==> src/rtl/mini_cpu_pkg.sv <==
// Shared mini-cpu definitions: fetch FSM states, the reset NOP and the
// RV32I opcode/funct encodings also used by the decode/control block.
package mini_cpu_pkg;

  typedef enum logic [1:0] {
    START = 2'd0,
    FETCH = 2'd1,
    DRAIN = 2'd2,
    HOLD  = 2'd3
  } fetch_state_t;

  localparam logic [31:0] NOP_INSTR = 32'h0000_0013;

  localparam logic [6:0] OPC_LUI    = 7'b0110111;
  localparam logic [6:0] OPC_AUIPC  = 7'b0010111;
  localparam logic [6:0] OPC_JAL    = 7'b1101111;
  localparam logic [6:0] OPC_JALR   = 7'b1100111;
  localparam logic [6:0] OPC_BRANCH = 7'b1100011;
  localparam logic [6:0] OPC_LOAD   = 7'b0000011;
  localparam logic [6:0] OPC_STORE  = 7'b0100011;
  localparam logic [6:0] OPC_OPIMM  = 7'b0010011;
  localparam logic [6:0] OPC_OP     = 7'b0110011;

  localparam logic [2:0] F3_ADD_SUB = 3'b000;
  localparam logic [2:0] F3_SLL     = 3'b001;
  localparam logic [2:0] F3_SLT     = 3'b010;
  localparam logic [2:0] F3_SLTU    = 3'b011;
  localparam logic [2:0] F3_XOR     = 3'b100;
  localparam logic [2:0] F3_SRL_SRA = 3'b101;
  localparam logic [2:0] F3_OR      = 3'b110;
  localparam logic [2:0] F3_AND     = 3'b111;

  localparam logic [6:0] F7_BASE    = 7'b0000000;
  localparam logic [6:0] F7_ALT     = 7'b0100000;

endpackage

==> src/rtl/fetch_unit.sv <==
// Instruction fetch stage: owns the PC, runs the imem req/ack handshake and
// hands instructions to decode, dropping anything fetched down a wrong path.
module fetch_unit #(
  parameter logic [31:0] RESET_PC  = 32'h0000_0000,
  parameter logic [31:0] NOP_INSTR = mini_cpu_pkg::NOP_INSTR
) (
  input  logic        clk,
  input  logic        rst,
  output logic        imem_req,
  output logic [31:0] imem_addr,
  input  logic        imem_ack,
  input  logic [31:0] imem_rdata,
  output logic [31:0] instr,
  output logic [31:0] instr_pc,
  output logic        instr_valid,
  input  logic        instr_ready,
  input  logic        redirect,
  input  logic [31:0] redirect_pc
);
  import mini_cpu_pkg::*;

  fetch_state_t r_state, w_nextState;
  logic [31:0]  r_pc, w_nextPc;
  logic [31:0]  r_reqAddr, w_nextReqAddr;
  logic [31:0]  r_instr, w_nextInstr;
  logic [31:0]  r_instrPc, w_nextInstrPc;
  logic         r_instrValid, w_nextValid;
  logic [31:0]  w_target;

  assign w_target    = redirect_pc & ~32'h0000_0003;
  assign imem_addr   = r_reqAddr;
  assign instr       = r_instr;
  assign instr_pc    = r_instrPc;
  assign instr_valid = r_instrValid;

  always_ff @(posedge clk or posedge rst) begin
    if (rst) begin
      r_state      <= START;
      r_pc         <= RESET_PC;
      r_reqAddr    <= RESET_PC;
      r_instr      <= NOP_INSTR;
      r_instrPc    <= RESET_PC;
      r_instrValid <= 1'b0;
    end else begin
      r_state      <= w_nextState;
      r_pc         <= w_nextPc;
      r_reqAddr    <= w_nextReqAddr;
      r_instr      <= w_nextInstr;
      r_instrPc    <= w_nextInstrPc;
      r_instrValid <= w_nextValid;
    end
  end

  always_comb begin
    w_nextState   = r_state;
    w_nextPc      = r_pc;
    w_nextReqAddr = r_reqAddr;
    w_nextInstr   = r_instr;
    w_nextInstrPc = r_instrPc;
    w_nextValid   = r_instrValid;
    imem_req      = 1'b0;

    unique case (r_state)
      START: begin
        w_nextReqAddr = r_pc;
        w_nextState   = FETCH;
      end

      FETCH: begin
        imem_req = 1'b1;
        if (imem_ack && !redirect) begin
          w_nextInstr   = imem_rdata;
          w_nextInstrPc = r_reqAddr;
          w_nextValid   = 1'b1;
          w_nextPc      = r_reqAddr + 32'd4;
          w_nextState   = HOLD;
        end else if (imem_ack && redirect) begin
          w_nextPc      = w_target;
          w_nextReqAddr = w_target;
        end else if (redirect) begin
          w_nextPc    = w_target;
          w_nextState = DRAIN;
        end
      end

      // The request in flight is wrong-path; keep it stable until it retires.
      DRAIN: begin
        imem_req = 1'b1;
        if (redirect) begin
          w_nextPc = w_target;
        end
        if (imem_ack) begin
          w_nextReqAddr = redirect ? w_target : r_pc;
          w_nextState   = FETCH;
        end
      end

      HOLD: begin
        if (redirect) begin
          w_nextValid   = 1'b0;
          w_nextPc      = w_target;
          w_nextReqAddr = w_target;
          w_nextState   = FETCH;
        end else if (instr_ready) begin
          w_nextValid   = 1'b0;
          w_nextReqAddr = r_pc;
          w_nextState   = FETCH;
        end
      end

      default: w_nextState = START;
    endcase
  end

endmodule
==> config.mk <==
export PLATFORM = sky130hd
export DESIGN_NAME = fetch_unit
export DESIGN_NICKNAME = d
export VERILOG_FILES = /design/src/rtl/mini_cpu_pkg.sv /design/src/rtl/fetch_unit.sv
export SDC_FILE = /design/constraint.sdc
export NUM_CORES = 1
export LEC_CHECK = 0
export ABC_AREA = 1
export CAP_MARGIN = 40
export CORE_MARGIN = 2
export CORE_UTILIZATION = 30
export CTS_BUF_LIST = sky130_fd_sc_hd__clkbuf_4
export DETAILED_ROUTE_END_ITERATION = 8
export PLACE_DENSITY = 0.53
export SLEW_MARGIN = 10
export SYNTH_ARGS = -nofsm -noshare
export SYNTH_HDL_FRONTEND = slang
export SYNTH_SLANG_ARGS = --single-unit
==> constraint.sdc <==
create_clock -name clk -period 6.25 [get_ports clk]
set_input_delay 1.25 -clock clk [delete_from_list [all_inputs] [get_ports clk]]
set_output_delay 1.25 -clock clk [all_outputs]
set_load 0.01 [all_outputs]
Word-level counts from Yosys, hierarchy flattened. Cells that the tools add are included.

Add/subtract/negate cells: 1. Equality and inequality tests: 10. Mux-type cells: 22. Reduce and logical (&&, ||, !) cells: 12.

Operators by type and width (number): 2-to-1 mux 32 bit (8); case mux 32 bit (4 select lines) (1); case mux 32 bit (2 select lines) (1); adder 32 x 3 -> 32 bit (second input constant) (1); 2-to-1 mux 2 bit (6); != test 3 bit (second input constant) (3); != test 2 bit (second input constant) (4); case mux 2 bit (4 select lines) (1); AND reduction 4 bit (2); == test 2 bit (second input constant) (2); 2-to-1 mux 1 bit (4); nonzero test 2 bit (2); OR reduction 2 bit (2); AND reduction 3 bit (1); == test 2 x 1 -> 1 bit (second input constant) (1); logical AND 1 bit (2); zero test 2 bit (1); case mux 1 bit (2 select lines) (1); AND reduction 2 bit (1); zero test 1 bit (1).

Register bits after elaboration: 131. Input port bits: 69. Logic and storage cells: 51.

Logic depth before layout (Yosys ltp). Gate-level depths: netlist of the first run.

Depth after elaboration: 4. Gate-level depth with buffers: 12. Gate-level depth less buffers: 12.

Worst setup path after synthesis of the first run. OpenSTA, ideal clock, no wires.

Path type: input -> register. Start: in redirect. End: reg r_instrPc[21] (netlist: instr_pc[21]). Arrival: 2.199 ns. Required time: 6.119 ns. Slack: 3.920 ns. Cell stages on the path: 9. Cell sequence: buf_4 -> inv_2 -> nand2_2 -> nor2_4 -> inv_2 -> buf_2 -> buf_2 -> nand2_1 -> o21ai_0.

Longest elaborated chain between the ends: 3.

Ends and longest elaborated chain: start: declaration (line fetch_unit.sv:17) `input logic redirect,`; zero test 1 bit (line fetch_unit.sv:71) `if (imem_ack && !redirect) begin`; logical AND 1 bit (line fetch_unit.sv:71); AND reduction 2 bit (no source line); end signal: assignment (line fetch_unit.sv:49) `r_instrPc <= w_nextInstrPc;`; end: declaration (line fetch_unit.sv:26) `logic [31:0] r_instrPc, w_nextInstrPc;`.

Every way passes these cells. A chain may end at the register's enable or synchronous reset.

Worst setup path in the final report of the first run.
Start: in redirect. End: reg r_instr[11] (netlist: instr[11]).

Longest elaborated chain between the ends: 3.

Ends and longest elaborated chain: zero test 1 bit (line fetch_unit.sv:71); logical AND 1 bit (line fetch_unit.sv:71); AND reduction 2 bit (no source line); end signal: assignment (line fetch_unit.sv:48) `r_instr <= w_nextInstr;`; end: declaration (line fetch_unit.sv:25) `logic [31:0] r_instr, w_nextInstr;`.

Every way passes these cells.

==> summary.txt, run 1 <==
num ports -> 167
final worst path period share -> 0.5194
Synth Register Bits -> 131
Reg2Reg Setup Slack -> 3080 ps
Worst Hold Class -> reg2reg
most common cell in the synthesized netlist -> nand2_1
PortBufs -> 164
# Max-Cap Violations -> 0
core area -> 0.02333 mm^2
leakage -> 4.259 nW
DR WL/cell -> 16.30 um
R2R Path End -> instr[11]$_DFFE_PP0P_
FF-to-FF Start -> r_state[1]$_DFFE_PP0P_
Distinct cells, synth -> 36
CTS clk-pin slew, worst paths -> 120 ps
grt total ovfl -> 0
CP Data Required Time -> 6690 ps
IR drop worst, VDD -> 0.2347 mV
EDFF count, synth -> 0
Slew Limit Fails -> 0
fin area -> 0.009423 mm^2
global route hottest layer -> met2
largest net degree at the start of global routing -> 61
RSZ-0062 raised after global routing -> false
Mapped Nets -> 1051
top cells by count, synth -> nand2_1 (340), dfrtp_1 (128), nor2_1 (95)
postcts setup bufs -> 0
Util after Layout -> 0.4039
dpl cell area -> 0.009027 mm^2
Root Buffer -> clkbuf_4
async set-reset flop share out of synthesis -> 1.000
power density over the cells -> 513.3 mW/mm^2
DR vias -> 6929
Synth Instances -> 977
first-pass GRT wire length -> 36300 um
kind of critical path -> in2reg
HPWL after detailed placement -> 16370 um
Syn Area/Cell -> 7.264 um^2
R2R depth -> 10
CTS tree -> yes
DRT iter0 DRCs -> 737
Final Setup Violations -> 0
final total power -> 0.004837 W
Max Root-Sink Buffers -> 2
met1 Track Usage GR -> 0.2650
startpoint class of the critical path -> input port
total track usage -> 0.1918
Die Wd -> 157.8 um
relative slew slack -> 0.3767
# resized after CTS -> 0
status -> finished, final reports clean
Clock Latency Late Sink -> 550 ps
Remaining DRCs -> 0
Nets -> 1196
via/cell ratio -> 4.762
Mapped Area -> 0.007097 mm^2
Synth Flop Type -> dfrtp_1
Yosys top cell by area -> dfrtp_1
Worst Hold End -> instr[1]$_DFFE_PP1P_
Hold Fails Final Rpt -> 0
Num Clock Sinks -> 131
sequential-to-total area share from yosys stat -> 0.4624
routability cong. -> 0.8964
largest cells by area after synthesis -> dfrtp_1 (45%), nand2_1 (18%), a21oi_1 (5.6%)
crit end category -> flop
CTS Hold Bufs -> 0
vias in the first global route -> 6515
Worst Hold Slack -> 471.0 ps
Arrival @ worst endpoint -> 3680 ps
die area -> 0.02490 mm^2
Synth warnings -> 0
initial antenna violation count -> 2
Antenna Violating Nets Remaining -> 0
Setup Skew -> 25.95 ps
Hold Path Cell Cnt -> 2
GR Util met3 -> 0.04818
share of layout cells above drive strength 1 -> 0.07577
Area Growth Syn to Fin -> 32.78%
drt pass-1 iters -> 7
Critical Path Fanout Max -> 55
crit path time final -> 3247 ps
WL final -> 23720 um
Initial Util -> 0.3042
actual slew at the worst max-slew pin -> 934.9 ps
hold path start -> instr[1]$_DFFE_PP1P_
Yosys top cell area share -> 0.4513
Fmax -> 308.0 MHz
Filler cells -> 2410
Std-Cell Rows -> 56
chip height -> 157.8 um
CTS H-Tree Depth -> 4
Setup TNS -> 0 ps
M2 GR Usage -> 0.2981
cts bufs inserted -> 17
==> cells by family (layout without fill, tap and decap cells) <==
| logic type | count (synthesis) | after routing | synth area share |
|---|---|---|---|
| buffers and inverters | 123 | 281 | 0.07264 |
| adders and majority gates | 5 | 5 | 0.008815 |
| xor gates and xnor gates | 2 | 2 | 0.002469 |
| DFF | 131 | 131 | 0.4624 |
| other | 0 | 1 | 0 |
| AOI/OAI and AO/OA | 229 | 229 | 0.1791 |
| and+or+nand+nor | 487 | 487 | 0.2745 |
==> per-stage QoR <==
stage / setup slack (ps) / std cells
after floorplan: 1507 / 977
after global routing: 2902 / 1455
after detailed placement: 2428 / 1422
final: 3003 / 1455
after global placement: 2166 / 1420
after CTS: 3034 / 1454
==> per-layer routing <==
layer  vias up  wire length [um]
li1       3457                 -
met1      3183             10910
met2       260             10480
met3        27              1942
met4         2               371
met5         -                13
==> worst max-delay path by stage <==
stage          cells past startpoint                    endpoint  slack (ps)     start
2_1_floorplan                      1  asynchronous set/reset pin        1510       rst
3_3_place_gp                       9       instr[16]$_DFFE_PP0P_        2170  redirect
3_5_place_dp                      10       instr[13]$_DFFE_PP0P_        2430  redirect
4_1_cts                           10       instr[25]$_DFFE_PP0P_        3030  redirect
5_1_grt                           10       instr[17]$_DFFE_PP0P_        2900  redirect
6_report                          10       instr[11]$_DFFE_PP0P_        3000  redirect
==> layout make-up <==
type / instances / area [um^2] / area share
sequential: 131 / 3282 / 0.3483
antenna: 1 / 2.502 / 0.0002656
clock inverter: 14 / 257.7 / 0.02735
clock buffer: 18 / 135.1 / 0.01434
multi-input combinational: 723 / 3302 / 0.3504
inverter: 72 / 272.8 / 0.02895
timing repair buffer: 177 / 1772 / 0.1880
tap: 319 / 399.1 / 0.04236
==> critical path: stages <==
cell	delay, ps
clkdlybuf4s50_1	460
inv_2	290
nand2_2	230
nor2_4	110
buf_4	380
inv_2	280
buf_12	260
buf_4	240
nand2_1	80
nand2_1	50
==> placed cells by master (no fill, tap or decap), drive strengths merged, types with 2 or more instances in the layout <==
cell / netlist / final
inv: 72 / 72
clkbuf: 18 / 18
o221ai: 8 / 8
xor2: 2 / 2
clkinv: 0 / 6
nor3: 2 / 2
nand2: 344 / 344
dfrtp: 128 / 128
a21oi: 90 / 90
dfstp: 3 / 3
nor2: 108 / 108
o21ai: 110 / 110
o211ai: 3 / 3
a31oi: 7 / 7
o22ai: 4 / 4
bufinv: 0 / 7
buf: 33 / 13
ha: 5 / 5
and2: 2 / 2
nand3: 30 / 30
clkdlybuf4s50: 0 / 164
a22oi: 2 / 2
==> report_power, final <==
part	internal (W)	switching, W	leakage [nW]	total (W)
Sequential	0.00125	0.000328	1.63	0.00158
Clock	0.000442	0.000340	0.204	0.000782
Combinational	0.00104	0.00143	2.43	0.00247
(Power assumes the default switching activity.)
==> inputs of run 2 (changes only) <==
==> constraint.sdc (replaced) <==
create_clock -name clk -period 3 [get_ports clk]
set_input_delay 0.6 -clock clk [delete_from_list [all_inputs] [get_ports clk]]
set_output_delay 0.6 -clock clk [all_outputs]
set_load 0.01 [all_outputs]
==> summary.txt, run 2 (synthesis gave the netlist of run 1 again) <==
leakage -> 4.229 nW
Max stage delay on crit path -> 540 ps
grt total ovfl -> 0
core area -> 0.02333 mm^2
CTS H-Tree Depth -> 4
Arrival @ worst endpoint -> 1880 ps
Worst Hold End -> instr[4]$_DFFE_PP1P_
WL final -> 23180 um
relative slew slack -> 0.5018
Critical Path Fanout Max -> 4
Num Clock Sinks -> 131
DRT iter0 DRCs -> 533
CTS tree -> yes
Cells after DPL -> 1426
Initial Util -> 0.3042
R2R Path End -> imem_addr[30]$_DFFE_PP0P_
Max Root-Sink Buffers -> 2
worst-path cell chain -> inv_1 > ha_1 > clkdlybuf4s50_1
# Max-Cap Violations -> 0
CP delay by family, top -> buffers and inverters
status -> finished, final reports clean
vias in the first global route -> 6397
num ports -> 167
postcts setup bufs -> 0
cts bufs inserted -> 17
CTS Hold Bufs -> 0
chip height -> 157.8 um
most frequent cells in the layout -> nand2_1 (340), clkdlybuf4s50_1 (164), dfrtp_1 (128)
final worst path period share -> 0.8254
Setup TNS -> 0 ps
Setup Skew -> 38.63 ps
Root Buffer -> clkbuf_4
# resized after CTS -> 0
PortBufs -> 164
CTS clk-pin slew, worst paths -> 130 ps
initial antenna violation count -> 1
Worst Hold Class -> reg2reg
actual slew at the worst max-slew pin -> 747.4 ps
crit end category -> primary output
Nets -> 1200
Hold Fails Final Rpt -> 0
CP max-delay cell -> clkdlybuf4s50_1
power density over the cells -> 1049 mW/mm^2
Final Setup Violations -> 0
Antenna Violating Nets Remaining -> 0
kind of critical path -> reg2out
routability cong. -> 0.8657
Remaining DRCs -> 0
RSZ-0062 raised after global routing -> false
HPWL after detailed placement -> 16250 um
Area Growth Syn to Fin -> 32.11%
IR drop worst, VDD -> 0.3658 mV
Clock Latency Late Sink -> 580 ps
Die Wd -> 157.8 um
Reg2Reg Setup Slack -> 770 ps
share of layout cells above drive strength 1 -> 0.07814
Fmax -> 403.8 MHz
total track usage -> 0.1877
R2R depth -> 8
fin area -> 0.009375 mm^2
Std-Cell Rows -> 56
hold path start -> instr[4]$_DFFE_PP1P_
crit path time final -> 2476 ps
dpl cell area -> 0.009061 mm^2
via/cell ratio -> 4.744
Hold Path Cell Cnt -> 2
Layout Cells excl Fill -> 1459
drt pass-1 iters -> 5
startpoint class of the critical path -> flop
FF-to-FF Start -> r_state[0]$_DFFE_PP0P_
CP Data Required Time -> 2400 ps
Slew Limit Fails -> 0
commonest non-fill, non-tap cell in the layout -> nand2_1
DR WL/cell -> 15.89 um
die area -> 0.02490 mm^2
first-pass GRT wire length -> 35850 um
largest net degree at the start of global routing -> 132
Worst Path Buf+Inv -> 2
DR vias -> 6921
Util after Layout -> 0.4018
-- run 2: changes by cell type in the layout (fill, tap and decap cells not counted) --
cell        delta
buf_12         +2
buf_16         -1
buf_4          +3
bufinv_16      -4
clkinv_1       -1
clkinv_2       -2
clkinvlp_4     +4
ha_1           +1
ha_2           -1
inv_1          +1
inv_4          -1
inv_6          +3
-- run 2: power breakdown --
part	switching, W	internal [W]	leakage [nW]	total (W)
registers	0.000668	0.00261	1.63	0.00328
clock network	0.000748	0.000595	0.154	0.00134
logic	0.00299	0.00223	2.45	0.00522
total	0.00440	0.00544	4.23	0.00984
-- run 2: final cells by class --
type / instances / area (um^2)
Fill cell: 2446 / 13960
Multi-Input combinational cell: 723 / 3299
Sequential cell: 131 / 3282
Timing Repair Buffer: 181 / 1807
Tap cell: 319 / 399.1
Inverter: 72 / 274.0
Clock inverter: 14 / 176.4
Clock buffer: 18 / 135.1
Antenna cell: 1 / 2.502
-- run 2: metal layers --
| metal | track usage | wire length, um | vias to the layer above |
|---|---|---|---|
| met4 | 0.05887 | 365 | 0 |
| met1 | 0.2719 | 11270 | 3196 |
| met2 | 0.2749 | 9792 | 236 |
| met5 | 0 | 0 | - |
| li1 | - | - | 3461 |
| met3 | 0.04489 | 1746 | 28 |
-- run 2: how the worst max path moves through the flow --
stage	depth (start not counted)	start	slack (ps)	to
after floorplan	1	rst	780	asynchronous set/reset pin
after global placement	8	redirect	230	imem_addr[30]$_DFFE_PP0P_
after detailed placement	8	redirect	200	imem_addr[30]$_DFFE_PP0P_
after CTS	3	r_state[0]$_DFFE_PP0P_	470	imem_req
after global routing	3	r_state[0]$_DFFE_PP0P_	410	imem_req
final	3	r_state[0]$_DFFE_PP0P_	520	imem_req
-- run 2: worst reg2reg max path: cells and delay by family (launching register included) --
family	cells	cell delay, ps
fa+ha+maj	1	290
simple gates	1	120
buf+inv	1	370
compound gates	5	930
flops	1	440
-- run 2: through the flow --
| step | setup WS, ps | power, W | hold slack [ps] |
|---|---|---|---|
| global placement | 229.4 | 0.008490 | 452.1 |
| finish | 523.8 | 0.009837 | 470.9 |
| global route | 408.1 | 0.01068 | 507.7 |
| floorplan | 779.2 | 0.006177 | 468.3 |
| CTS | 472.7 | 0.009927 | 474.7 |
| detailed placement | 197.9 | 0.008549 | 456.2 |
==> RTL change 1: new RTL, config.mk and constraints of run 1 <==
Re-encode `fetch_state_t` (4 states) as Gray code, 2 bits wide.
--- a/src/rtl/mini_cpu_pkg.sv
+++ b/src/rtl/mini_cpu_pkg.sv
@@ -3,10 +3,10 @@
 package mini_cpu_pkg;
 
   typedef enum logic [1:0] {
-    START = 2'd0,
-    FETCH = 2'd1,
-    DRAIN = 2'd2,
-    HOLD  = 2'd3
+    START = 2'b00,
+    FETCH = 2'b01,
+    DRAIN = 2'b11,
+    HOLD  = 2'b10
   } fetch_state_t;
 
   localparam logic [31:0] NOP_INSTR = 32'h0000_0013;
Function: same outputs for any inputs over 4 cycles, from zero or initial values and one cycle with rst high; so few cycles prove little.
==> RTL change 1 against run 1 <==
Sequential cell count stayed put. Count of clock-buffer cells in the layout is 1 higher. Cell count is 7.4% lower. Final area is 5.4% lower. Clock skew is 1.1 ps lower. Synthesized area is 6.2% lower. Sequential share of layout area is 2.0 points higher. Worst setup slack worse by 170 ps. Routed wire length is 11% lower. Critical path depth stayed put. Power is 13% lower. Critical path type unchanged.
==> RTL change 1: results (changes against run 1) <==
stage,metric,value,unit,change
sta,clk_skew,24.9,ps,was 25.9 ps
logic_synthesis,Netlist cell types,29,,was 36
global_route,first-pass GRT wire length,33100,um,was 36300 um
worst_setup_path,CP max-delay cell,buf_4,,was clkdlybuf4s50_1
logic_synthesis,synth cell count leaders,"288 x nand2_1, 128 x dfrtp_1, 109 x nor2_1",,"was 340 x nand2_1, 128 x dfrtp_1, 95 x nor2_1"
drt,Total Wirelength,21000,um,was 23700 um
place,DPL Wire Length,14900,um,was 16400 um
power_and_ir_drop,Switch Pwr,0.00176,W,was 0.00210 W
place,DP Worst Slack,2260,ps,was 2430 ps
drt,vias per inst,4.70,,was 4.76
logic_synthesis,sequential share of the synthesized area,49.3,%,was 46.2%
finish,ratio of cells with drive above 1 in the final layout,5.35,%,was 7.58%
global_route,initial antenna violation count,1,,was 2
status,status,"complete, no violations",,unchanged
finish,nets@finish,1123,,was 1196
worst_setup_path,CP Max Fanout,84,,was 55
drt,First-pass DRT Iterations,5,,was 7
global_route,vias in the first global route,5825,,was 6515
worst_setup_path,max incr delay on CP,640,ps,was 460 ps
power_and_ir_drop,standby leakage power,4.10,nW,was 4.26 nW
logic_synthesis,ranking of synthesized cells by area,"dfrtp_1 48%, nand2_1 16%, nor2_1 6.1%",,"was dfrtp_1 45%, nand2_1 18%, a21oi_1 5.6%"
power_and_ir_drop,worst vdd ir,157,uV,was 235 uV
clock_network,"Gates resized, CTS repair",0,,unchanged
logic_synthesis,Mapped Nets,970,,was 1051
global_route,total global-route track usage,17.9,%,was 19.2%
drt,DRT iter0 DRCs,462,,was 737
-- RTL change 1: cell types whose count changed after synthesis, moves of 6 or more --
cell and delta:
o21ai_1 -50, nand2_1 -52, inv_1 +25, a21oi_2 -10, a31oi_1 +6, nor2_2 -7, a21oi_1 -31, o22ai_1 +25
nor2_1 +14, buf_2 -7, a221oi_1 +9, o21ai_0 +18
-- RTL change 1: cell type report --
class | instances | area [um^2]
inverter | 99 | 377
clock inverter | 13 | 159
sequential | 131 | 3280
clock buffer | 19 | 143
antenna | 2 | 5.00
timing repair buffer | 175 | 1760
tap | 280 | 350
fill | 2270 | 12900
multi-input combinational | 629 | 2830
-- RTL change 1: metrics by stage --
| step | instances | area, um^2 |
|---|---|---|
| global route | 1348 | 8910 |
| floorplan | 900 | 6660 |
| CTS | 1346 | 8910 |
| global placement | 1312 | 8550 |
| finish | 1348 | 8910 |
| detailed placement | 1314 | 8610 |
-- RTL change 1: power by group through the flow --
stage	combinational, W	clock, W	sequential [W]
after global routing	0.00221	0.000676	0.00164
after global placement	0.00197	0	0.00160
after floorplan	0.000923	0	0.00166
final	0.00200	0.000623	0.00159
after CTS	0.00201	0.000640	0.00159
after detailed placement	0.00201	0	0.00160
-- RTL change 1: metal layers --
| layer | routed length, um | vias up | share of wire (%) | GRT usage (%) |
|---|---|---|---|---|
| met4 | 255 | 0 | 1.2 | 4.81 |
| li1 | - | 3215 | - | - |
| met3 | 1080 | 16 | 5.1 | 3.20 |
| met5 | 0 | - | 0 | 0 |
| met1 | 10600 | 2902 | 50 | 26.8 |
| met2 | 9090 | 199 | 43 | 26.6 |
-- RTL change 1: kinds of logic after synthesis --
kind of cell               count (synthesis)  share of synthesized area, %
AOI/OAI and AO/OA                        193                          16.6
xor gates and xnor gates                   3                         0.395
adders and majority gates                  1                         0.188
buffers and inverters                    140                          8.29
DFF                                      131                          49.3
and+or+nand+nor                          432                          25.2
-- RTL change 1: worst min-delay path, cell delays in order (launching register included) --
cell,delay [ps]
dfstp_2,390
nand2_1,50
nand2_1,50
-- RTL change 1: worst paths after layout --
check	endpoint	slack (ps)	cells past startpoint
min in group asynchronous	instr[11]$_DFFE_PP0P_	990	2
worst min-delay path	instr[1]$_DFFE_PP1P_	470	2
max in group asynchronous	imem_addr[13]$_DFFE_PP0P_	4060	4
worst max-delay path	instr_pc[9]$_DFFE_PP0P_	2840	10
worst min register to register	instr[1]$_DFFE_PP1P_	470	2
worst max register to register	instr_pc[9]$_DFFE_PP0P_	3220	8
==> RTL change 2: new RTL, settings of run 1 <==
Without the edit above. Reset style: synchronous (`rst`), changed in one clocked block.
--- a/src/rtl/fetch_unit.sv
+++ b/src/rtl/fetch_unit.sv
@@ -33,7 +33,7 @@
   assign instr_pc    = r_instrPc;
   assign instr_valid = r_instrValid;
 
-  always_ff @(posedge clk or posedge rst) begin
+  always_ff @(posedge clk) begin
     if (rst) begin
       r_state      <= START;
       r_pc         <= RESET_PC;
Check against the original RTL: differs if rst is asserted again (counterexample within 4 cycles, from zero or initial values and one cycle with rst high); with rst held inactive, the same outputs for 4 cycles.
==> RTL change 2 against run 1 <==
Synthesized area is 6.1% lower. Routed wire length is 5.1% lower. Maximum frequency is 3.2% lower. Sequential cell count stayed put. Final area is 6.1% lower. Worst hold slack better by 0.54 ps. Utilization is 0.16 points higher. Worst setup slack worse by 110 ps.
Power is not compared: it rests on default switching activity, and its combinational part moved more than twofold at a synthesized area within 25%.
==> RTL change 2: results (changes against run 1) <==
stage,metric,value,unit,change
status,status,"complete, no violations",,unchanged
worst_setup_path,Arrival @ worst endpoint,3840,ps,was 3680 ps
min_path,HP Start,instr_pc[1]$_SDFFE_PP0P_,,was instr[1]$_DFFE_PP1P_
logic_synthesis,Mapped Nets,1089,,was 1051
drt,DRT iter0 DRCs,535,,was 737
place,DPL Wire Length,14700,um,was 16400 um
global_route,GR Layer Usage met3,5.36,%,was 4.82%
sta,minimum clock period,3350,ps,was 3250 ps
finish,ANT cells,0,,was 1
sta,clk_skew,19.5,ps,was 25.9 ps
drt,Via Count,7087,,was 6929
global_route,initial antenna violation count,0,,was 2
drt,mean routed wirelength per cell,15.6,um,was 16.3 um
logic_synthesis,Async SR Flop Fraction,0,%,was 100%
worst_setup_path,cell depth of the worst flop-to-flop path,11,,was 10
drt,Max Used Layer,met4,,was met5
global_route,first-pass GRT wire length,36400,um,was 36300 um
logic_synthesis,ranking of synthesized cells by area,"dfxtp_1 39%, o21ai_0 12%, nand2_1 12%",,"was dfrtp_1 45%, nand2_1 18%, a21oi_1 5.6%"
global_route,largest net degree at the start of global routing,82,,was 61
logic_synthesis,syn_area_per_cell,6.57,um^2,was 7.26 um^2
finish,number of fill cells,2360,,was 2410
logic_synthesis,main flop type after synthesis,dfxtp_1,,was dfrtp_1
worst_setup_path,worst flop-to-flop path startpoint,r_state[0]$_SDFFE_PP0P_,,was r_state[1]$_DFFE_PP0P_
sta,Hold WS,472,ps,was 471 ps
logic_synthesis,synth cell count leaders,"206 x nand2_1, 175 x nor2_1, 156 x o21ai_0",,"was 340 x nand2_1, 128 x dfrtp_1, 95 x nor2_1"
place,dpl cells,1408,,was 1422
global_route,grt met1 use,25.6,%,was 26.5%
clock_network,Clock transition at path regs,140,ps,was 120 ps
global_route,vias in the first global route,6773,,was 6515
drt,vias per inst,4.92,,was 4.76
finish,ratio of cells with drive above 1 in the final layout,5.77,%,was 7.58%
RTL change 2: changes by cell type after synthesis, sizes merged, moves of 12 or more:
cell / run 1 / this run
dfrtp: 128 / 0
o21ai: 110 / 160
dfxtp: 0 / 131
nand2: 344 / 208
a21oi: 90 / 146
clkbuf: 18 / 30
nor2: 108 / 188
inv: 72 / 55
RTL change 2: area by class of cell:
| type | instances | area (um^2) | area share [%] |
|---|---|---|---|
| clock inverters | 15 | 226 | 2.56 |
| repair buffers | 175 | 1780 | 20.1 |
| flip-flops and latches | 131 | 2620 | 29.6 |
| inverters | 57 | 214 | 2.42 |
| well taps | 280 | 350 | 3.96 |
| clock buffers | 17 | 128 | 1.44 |
| multi-input cells | 766 | 3530 | 39.9 |
RTL change 2: cell families after synthesis:
group	count (synthesis)	share of synthesized area, %
flip-flops	131	39.4
buffers and inverters	118	7.68
AO/OA/AOI/OAI	327	25.4
XOR/XNOR	3	0.394
AND/OR/NAND/NOR	431	26.2
adder cells (fa/ha/maj)	5	0.939
